==> src/rtl/sub_borrow_pipe.sv <==
// sub_borrow_pipe: pipelined X - Y - borrow with valid/ready handshake, one bit slice per stage.
// Each stage carries the full operands forward so the last stage can derive signed overflow.
module sub_borrow_pipe #(
    parameter int p_WIDTH  = 8,
    parameter int p_STAGES = 2
) (
    input  logic               iw_clk,
    input  logic               iw_rst_n,
    input  logic               iw_valid,
    output logic               wo_ready,
    input  logic [p_WIDTH-1:0] iwv_x,
    input  logic [p_WIDTH-1:0] iwv_y,
    input  logic               iw_borrow,
    output logic               wo_valid,
    input  logic               iw_ready,
    output logic [p_WIDTH-1:0] wov_diff,
    output logic               wo_borrow,
    output logic               wo_overflow
);
    localparam int W = p_WIDTH;
    localparam int S = p_STAGES;
    localparam int C = (W + S - 1) / S;

    logic [S-1:0] r_v, r_b;
    logic [W-1:0] r_x [S];
    logic [W-1:0] r_y [S];
    logic [W-1:0] r_d [S];
    logic [S-1:0] w_vi, w_ci, w_bn, w_adv;
    logic [W-1:0] w_xi [S];
    logic [W-1:0] w_yi [S];
    logic [W-1:0] w_di [S];
    logic [W-1:0] w_dn [S];
    logic         w_a;

    // Walk from the output back so each stage sees whether its successor moves.
    always_comb begin
        w_adv = '0;
        w_a   = iw_ready;
        for (int k = S - 1; k >= 0; k--) begin
            w_a      = !r_v[k] || w_a;
            w_adv[k] = w_a;
        end
    end

    for (genvar k = 0; k < S; k++) begin : g_st
        localparam int L = k * C;
        localparam int N = (L + C > W) ? W - L : C;
        if (k == 0) begin : g_in
            assign w_vi[k] = iw_valid;
            assign w_xi[k] = iwv_x;
            assign w_yi[k] = iwv_y;
            assign w_di[k] = '0;
            assign w_ci[k] = ~iw_borrow;
        end else begin : g_link
            assign w_vi[k] = r_v[k-1];
            assign w_xi[k] = r_x[k-1];
            assign w_yi[k] = r_y[k-1];
            assign w_di[k] = r_d[k-1];
            assign w_ci[k] = ~r_b[k-1];
        end
        if (N > 0) begin : g_sl
            localparam logic [W-1:0] M = ({W{1'b1}} >> (W - N)) << L;
            logic [N:0] w_s;
            assign w_s     = {1'b0, w_xi[k][L +: N]} + {1'b0, ~w_yi[k][L +: N]} + {{N{1'b0}}, w_ci[k]};
            assign w_dn[k] = (w_di[k] & ~M) | (W'(w_s[N-1:0]) << L);
            assign w_bn[k] = ~w_s[N];
        end else begin : g_pass
            assign w_dn[k] = w_di[k];
            assign w_bn[k] = ~w_ci[k];
        end
    end

    always_ff @(posedge iw_clk or negedge iw_rst_n) begin
        if (!iw_rst_n) begin
            r_v <= '0;
            r_b <= '0;
            for (int k = 0; k < S; k++) begin
                r_x[k] <= '0;
                r_y[k] <= '0;
                r_d[k] <= '0;
            end
        end else begin
            for (int k = 0; k < S; k++) begin
                if (w_adv[k]) begin
                    r_v[k] <= w_vi[k];
                    r_b[k] <= w_bn[k];
                    r_x[k] <= w_xi[k];
                    r_y[k] <= w_yi[k];
                    r_d[k] <= w_dn[k];
                end
            end
        end
    end

    assign wo_ready    = iw_rst_n && w_adv[0];
    assign wo_valid    = r_v[S-1];
    assign wov_diff    = r_d[S-1];
    assign wo_borrow   = r_b[S-1];
    assign wo_overflow = (r_x[S-1][W-1] != r_y[S-1][W-1]) && (r_d[S-1][W-1] != r_x[S-1][W-1]);
endmodule
==> config.mk <==
export PLATFORM = sky130hd
export DESIGN_NAME = sub_borrow_pipe
export DESIGN_NICKNAME = d
export VERILOG_FILES = /design/src/rtl/sub_borrow_pipe.sv
export SDC_FILE = /design/constraint.sdc
export NUM_CORES = 1
export LEC_CHECK = 0
export ABC_CLOCK_PERIOD_IN_PS = 2200
export CAP_MARGIN = 20
export CORE_MARGIN = 3
export CORE_UTILIZATION = 40
export CTS_BUF_LIST = sky130_fd_sc_hd__clkbuf_16
export CTS_CLUSTER_DIAMETER = 200
export DETAILED_ROUTE_END_ITERATION = 7
export GPL_TIMING_DRIVEN = 0
export PLACE_DENSITY = 0.74
export SLEW_MARGIN = 0
export SYNTH_ARGS = -nofsm -noshare
export SYNTH_HDL_FRONTEND = slang
export SYNTH_SLANG_ARGS = --single-unit
export TNS_END_PERCENT = 100
==> constraint.sdc <==
create_clock -name iw_clk -period 2.2 [get_ports iw_clk]
set_input_delay 0.22 -clock iw_clk [delete_from_list [all_inputs] [get_ports iw_clk]]
set_output_delay 0.22 -clock iw_clk [all_outputs]
set_load 0.1 [all_outputs]
# == Word-level counts from Yosys, hierarchy flattened ==
# Cells that the tools add are included.
# word_totals
out_inout_bits,12
latch_bits,0
word_cells,29
memories,0
mem_bits_rw,0
rom_bits,0
regBits,48
# classes
n_eq_ne,2
n_reduce_logical,6
n_div,0
n_shift,0
n_mul,0
n_mux,0
addsub,4
magnitude_cmp,0
bitwise_logic,7
# op_table
cell,count
4-bit by 4-bit adder with 5-bit output,2
5-bit by 1-bit adder with 5-bit output,2
4-bit NOT,2
4-bit by 8-bit OR with 8-bit output,1
1-bit NOT,4
1-bit logical AND,2
1-bit zero test,2
1-bit logical OR,2
1-bit != test,2

# == Longest topological paths before layout ==
# depth
ltp_word,4
depth_mapped,7

# == Worst setup path before layout ==
# OpenSTA, ideal clock, no wires.
# synth_path
path_type,register to output
start,register r_d (netlist bit wov_diff[7])
end,output port wo_overflow
stages_incl_launch_ff,3
t_required_ns,1.980
n_path_buf,0
t_arrival_ns,2.617
path_slack_ns,-0.637
path_cell_list,dfrtp_1 -> nand2b_1 -> o21ai_0
# synth_via
elab_chain_len,2
# synth_rtl
element,line_no,rtl
from (decl),27,logic [W-1:0] r_d [S];
"from (signal, indexed assignment)",89,r_d[k] <= w_dn[k];
1-bit != test,99,assign wo_overflow = (r_x[S-1][W-1] != r_y[S-1][W-1]) && (r_d[S-1][W-1] != r_x[S-1][W-1]);
1-bit logical AND,99,
to (decl),18,output logic wo_overflow
# Every way passes these cells.

# == Worst setup path in the final report ==
# layout_path
start,register r_d (netlist bit wov_diff[7])
end,output port wov_diff[7]
# layout_rtl
element,line_no,rtl
to (decl),16,"output logic [p_WIDTH-1:0] wov_diff,"
# No word-level cell between the ends.

==> summary.md <==
| Metric | Value |
|---|---|
| Status | `complete, no violations` |
| Largest net degree at the start of global routing | `19` |
| Setup CP Type | `flip-flop to output pin` |
| Top_reg_cell synth | `dfrtp_1` |
| Pleak | `0.898 nW` |
| Period utilisation layout | `95.9%` |
| Antenna violations before repair | `0` |
| Startpoint types | `flip-flop` |
| Max VDD drop | `417 uV` |
| Placed insts | `around 210` |
| Worst-path cell chain | `buf_4 > clkdlybuf4s50_1` |
| Post-synth EDFFs | `0` |
| Setup TNS Final | `0 ps` |
| Final HPWL DP | `between 2000 and 2500 um` |
| Final Hold Viols | `0` |
| Worst-path clk slew | `roughly 60 ps` |
| Multi-input gate area | `573 um2` |
| First-pass GRT wire length | `5040 um` |
| Drt initial violations | `46` |
| Slew Viols, Final | `0` |
| Power density cells | `1050 nW/um2` |
| Crit path required time | `1980 ps` |
| Final setup fails | `0` |
| Crit-path slowest cell | `clkdlybuf4s50_1` |
| Critical Path Max Stage Delay | `1110 ps` |
| Final Skew | `2.67 ps` |
| Synth async-reset ratio | `100%` |
| DRT Wirelength | `approximately 2900 um` |
| Highest clock rate | `474 MHz` |
| Clock tree buffer depth | `2` |
| Top cell type's share of synthesized area | `47.8%` |
| Hold_buf cts | `0` |
| CP endpoint kind | `output pin` |
| HP Class | `input port to asynchronous set/reset pin` |
| Mapped Avg Cell Area | `10.0 um2` |
| Core Util, Final | `59.2%` |
| Hold WS | `307 ps` |
| Fin nets | `205` |
| Cell taking the most area after synthesis | `dfrtp_1` |
| Non-Filler Instances | `around 220` |
| Die area | `4140 um2` |
| Fill cell count | `280` |
| Clk sinks | `26` |
| Num CTS Buffers | `3` |
| Die H | `64.4 um` |
| Synthesized cell area | `1360 um2` |
| Vias per std cell | `a little under 5` |
| Routed vias | `1056` |
| H-tree depth | `1` |
| Drt wl/cell | `13.2 um` |
| Initial core utilization | `43.2%` |
| Ys Warns | `0` |
| Top post-synthesis cells by area | `dfrtp_1 (48%), nand2_1 (6.9%), fa_1 (5.9%)` |
| I/O pin count | `33` |
| RSZ-0062 raised after global routing | `no` |
| Area Overhead vs Synth | `36.9%` |
| Final GP Congestion | `a little under 0.8` |
| Worst endpoint data arrival time | `1890 ps` |
| Synth cell count leaders | `dfrtp_1 (26), nand2_1 (25), inv_1 (16)` |
| Top-count cell post-synth | `dfrtp_1` |
| Clk_lat worst skew | `260 ps` |
| Setup slack after layout | `89.4 ps` |
| Remaining antenna violation count after routing | `0` |
| Slew headroom | `33.9%` |
| Root Driver | `clkbuf_16` |
| Antenna cell count | `0` |
| Critical path buffers and inverters | `2` |
| Port Buffers | `32` |
| Tot GR Track Use | `between 10% and 20%` |
| Seq/Total Area, Yosys | `47.8%` |
| Die Wd | `64.4 um` |
| Layout cells sized above 1 | `between 10% and 20%` |
| Cells after Synth | `between 100 and 150` |
| CTS tree | `built` |
| Row count | `20` |
| Placeable Area | `3150 um2` |
| Critical-path maximum fanout | `4` |
| Total grt overflow | `0` |
| TritonRoute pass-1 iters | `4` |
| Number of global-route vias before repair | `1102` |
| Setup slack at placement | `-558 ps` |
| Slew @ Worst Pin | `989 ps` |
| Syn Nets | `167` |
| DRC | `0` |
| Kind of cell adding the most delay to the critical path | `buffers and inverters` |
| Seq cells post-synth | `26` |
| Final min period | `approximately 2100 ps` |
| Post-CTS Setup Repair Bufs | `0` |
| Register area | `651 um2` |
| Post-synth cell types | `29` |
| Max_cap viols | `0` |
==> repair_timing <==
item / in CTS / in global routing
gates cloned: 0 / 0
resized for setup: 5 / 1
endpoints found under the setup margin: 2 / 1
==> sequential cells by signal, summed over array words and instances, names as in the netlist <==
register / flops
r_v: 2
wov_diff: 8
r_b: 2
r_d: 4
r_y: 5
r_x: 5
==> routing by layer <==
layer / GRT usage [%] / up-vias / part of all wire, %
li1: - / 503 / -
met4: 6.86 / 0 / 1.4
met3: 2.64 / 4 / 3.7
met5: 0 / - / 0
met2: 26.0 / 26 / 50
met1: 19.6 / 523 / 45
==> cells by family (layout without fill, tap and decap cells) <==
logic type	Yosys count	after routing	synth area share, %
compound gates	21	21	8.91
xor+xnor	1	1	0.643
mux	5	5	4.04
buf+inv	28	65	10.3
fa+ha+maj	10	10	11.4
flops	26	26	47.7
simple gates	45	45	17.0
==> cell usage in the layout, fill, tap and decap left out, drive strengths merged <==
cell type      Yosys  layout
nand2             25      25
clkdlybuf4s50      0      30
clkbuf             0       3
dlygate4sd2        0       1
and4               1       1
inv               16      16
and2               1       1
fa                 4       4
ha                 6       6
xnor2              1       1
a21o               1       1
nor3               1       1
a221oi             1       1
a22o               1       1
nor2               5       5
dfrtp             26      26
buf               12      14
or4                1       1
o211ai             1       1
bufinv             0       1
nand3b             3       3
mux2i              1       1
nand3              1       1
nor2b              3       3
o2111ai            1       1
mux2               4       4
a21oi              6       6
nand2b             4       4
o21ai             10      10
==> report_power, final <==
part | internal, W | switching (W)
Combinational | 0.000259 | 0.000561
Clock | 0.000362 | 0.000164
Sequential | 0.000564 | 0.0000569
==> final cells by class <==
cell class	count	area share [%]
Buffer	12	4.29
Clock inverter	1	1.61
Timing Repair Buffer	33	18.3
Sequential cell	26	34.9
Multi-Input combinational cell	82	30.7
Tap cell	44	2.95
Clock buffer	3	4.02
Inverter	16	3.22
==> final timing paths <==
| kind | start | end | slack, ps | cells after the start |
|---|---|---|---|---|
| max | wov_diff[7]$_DFFE_PN0P_ | wov_diff[7] | 90 | 2 |
| min | iw_rst_n | r_x[14]$_DFFE_PN0N_ | 310 | 1 |
| max reg2reg | r_b[0]$_DFFE_PN0N_ | r_b[1]$_DFFE_PN0P_ | 480 | 7 |
| min reg2reg | wov_diff[0]$_DFFE_PN0P_ | wov_diff[0]$_DFFE_PN0P_ | 470 | 2 |
| max in group asynchronous | iw_rst_n | r_d[10]$_DFFE_PN0N_ | 1430 | 2 |
| min in group iw_clk | wov_diff[0]$_DFFE_PN0P_ | wov_diff[0]$_DFFE_PN0P_ | 470 | 2 |
==> metrics by stage <==
step | power (W) | instance area, um2
after floorplan | 0.00124 | 1360
after global placement | 0.00142 | 1740
after detailed placement | 0.00145 | 1770
after CTS | 0.00198 | 1870
after global routing | 0.00206 | 1870
final | 0.00197 | 1870
Note: power is estimated with default switching activity, not from simulation.
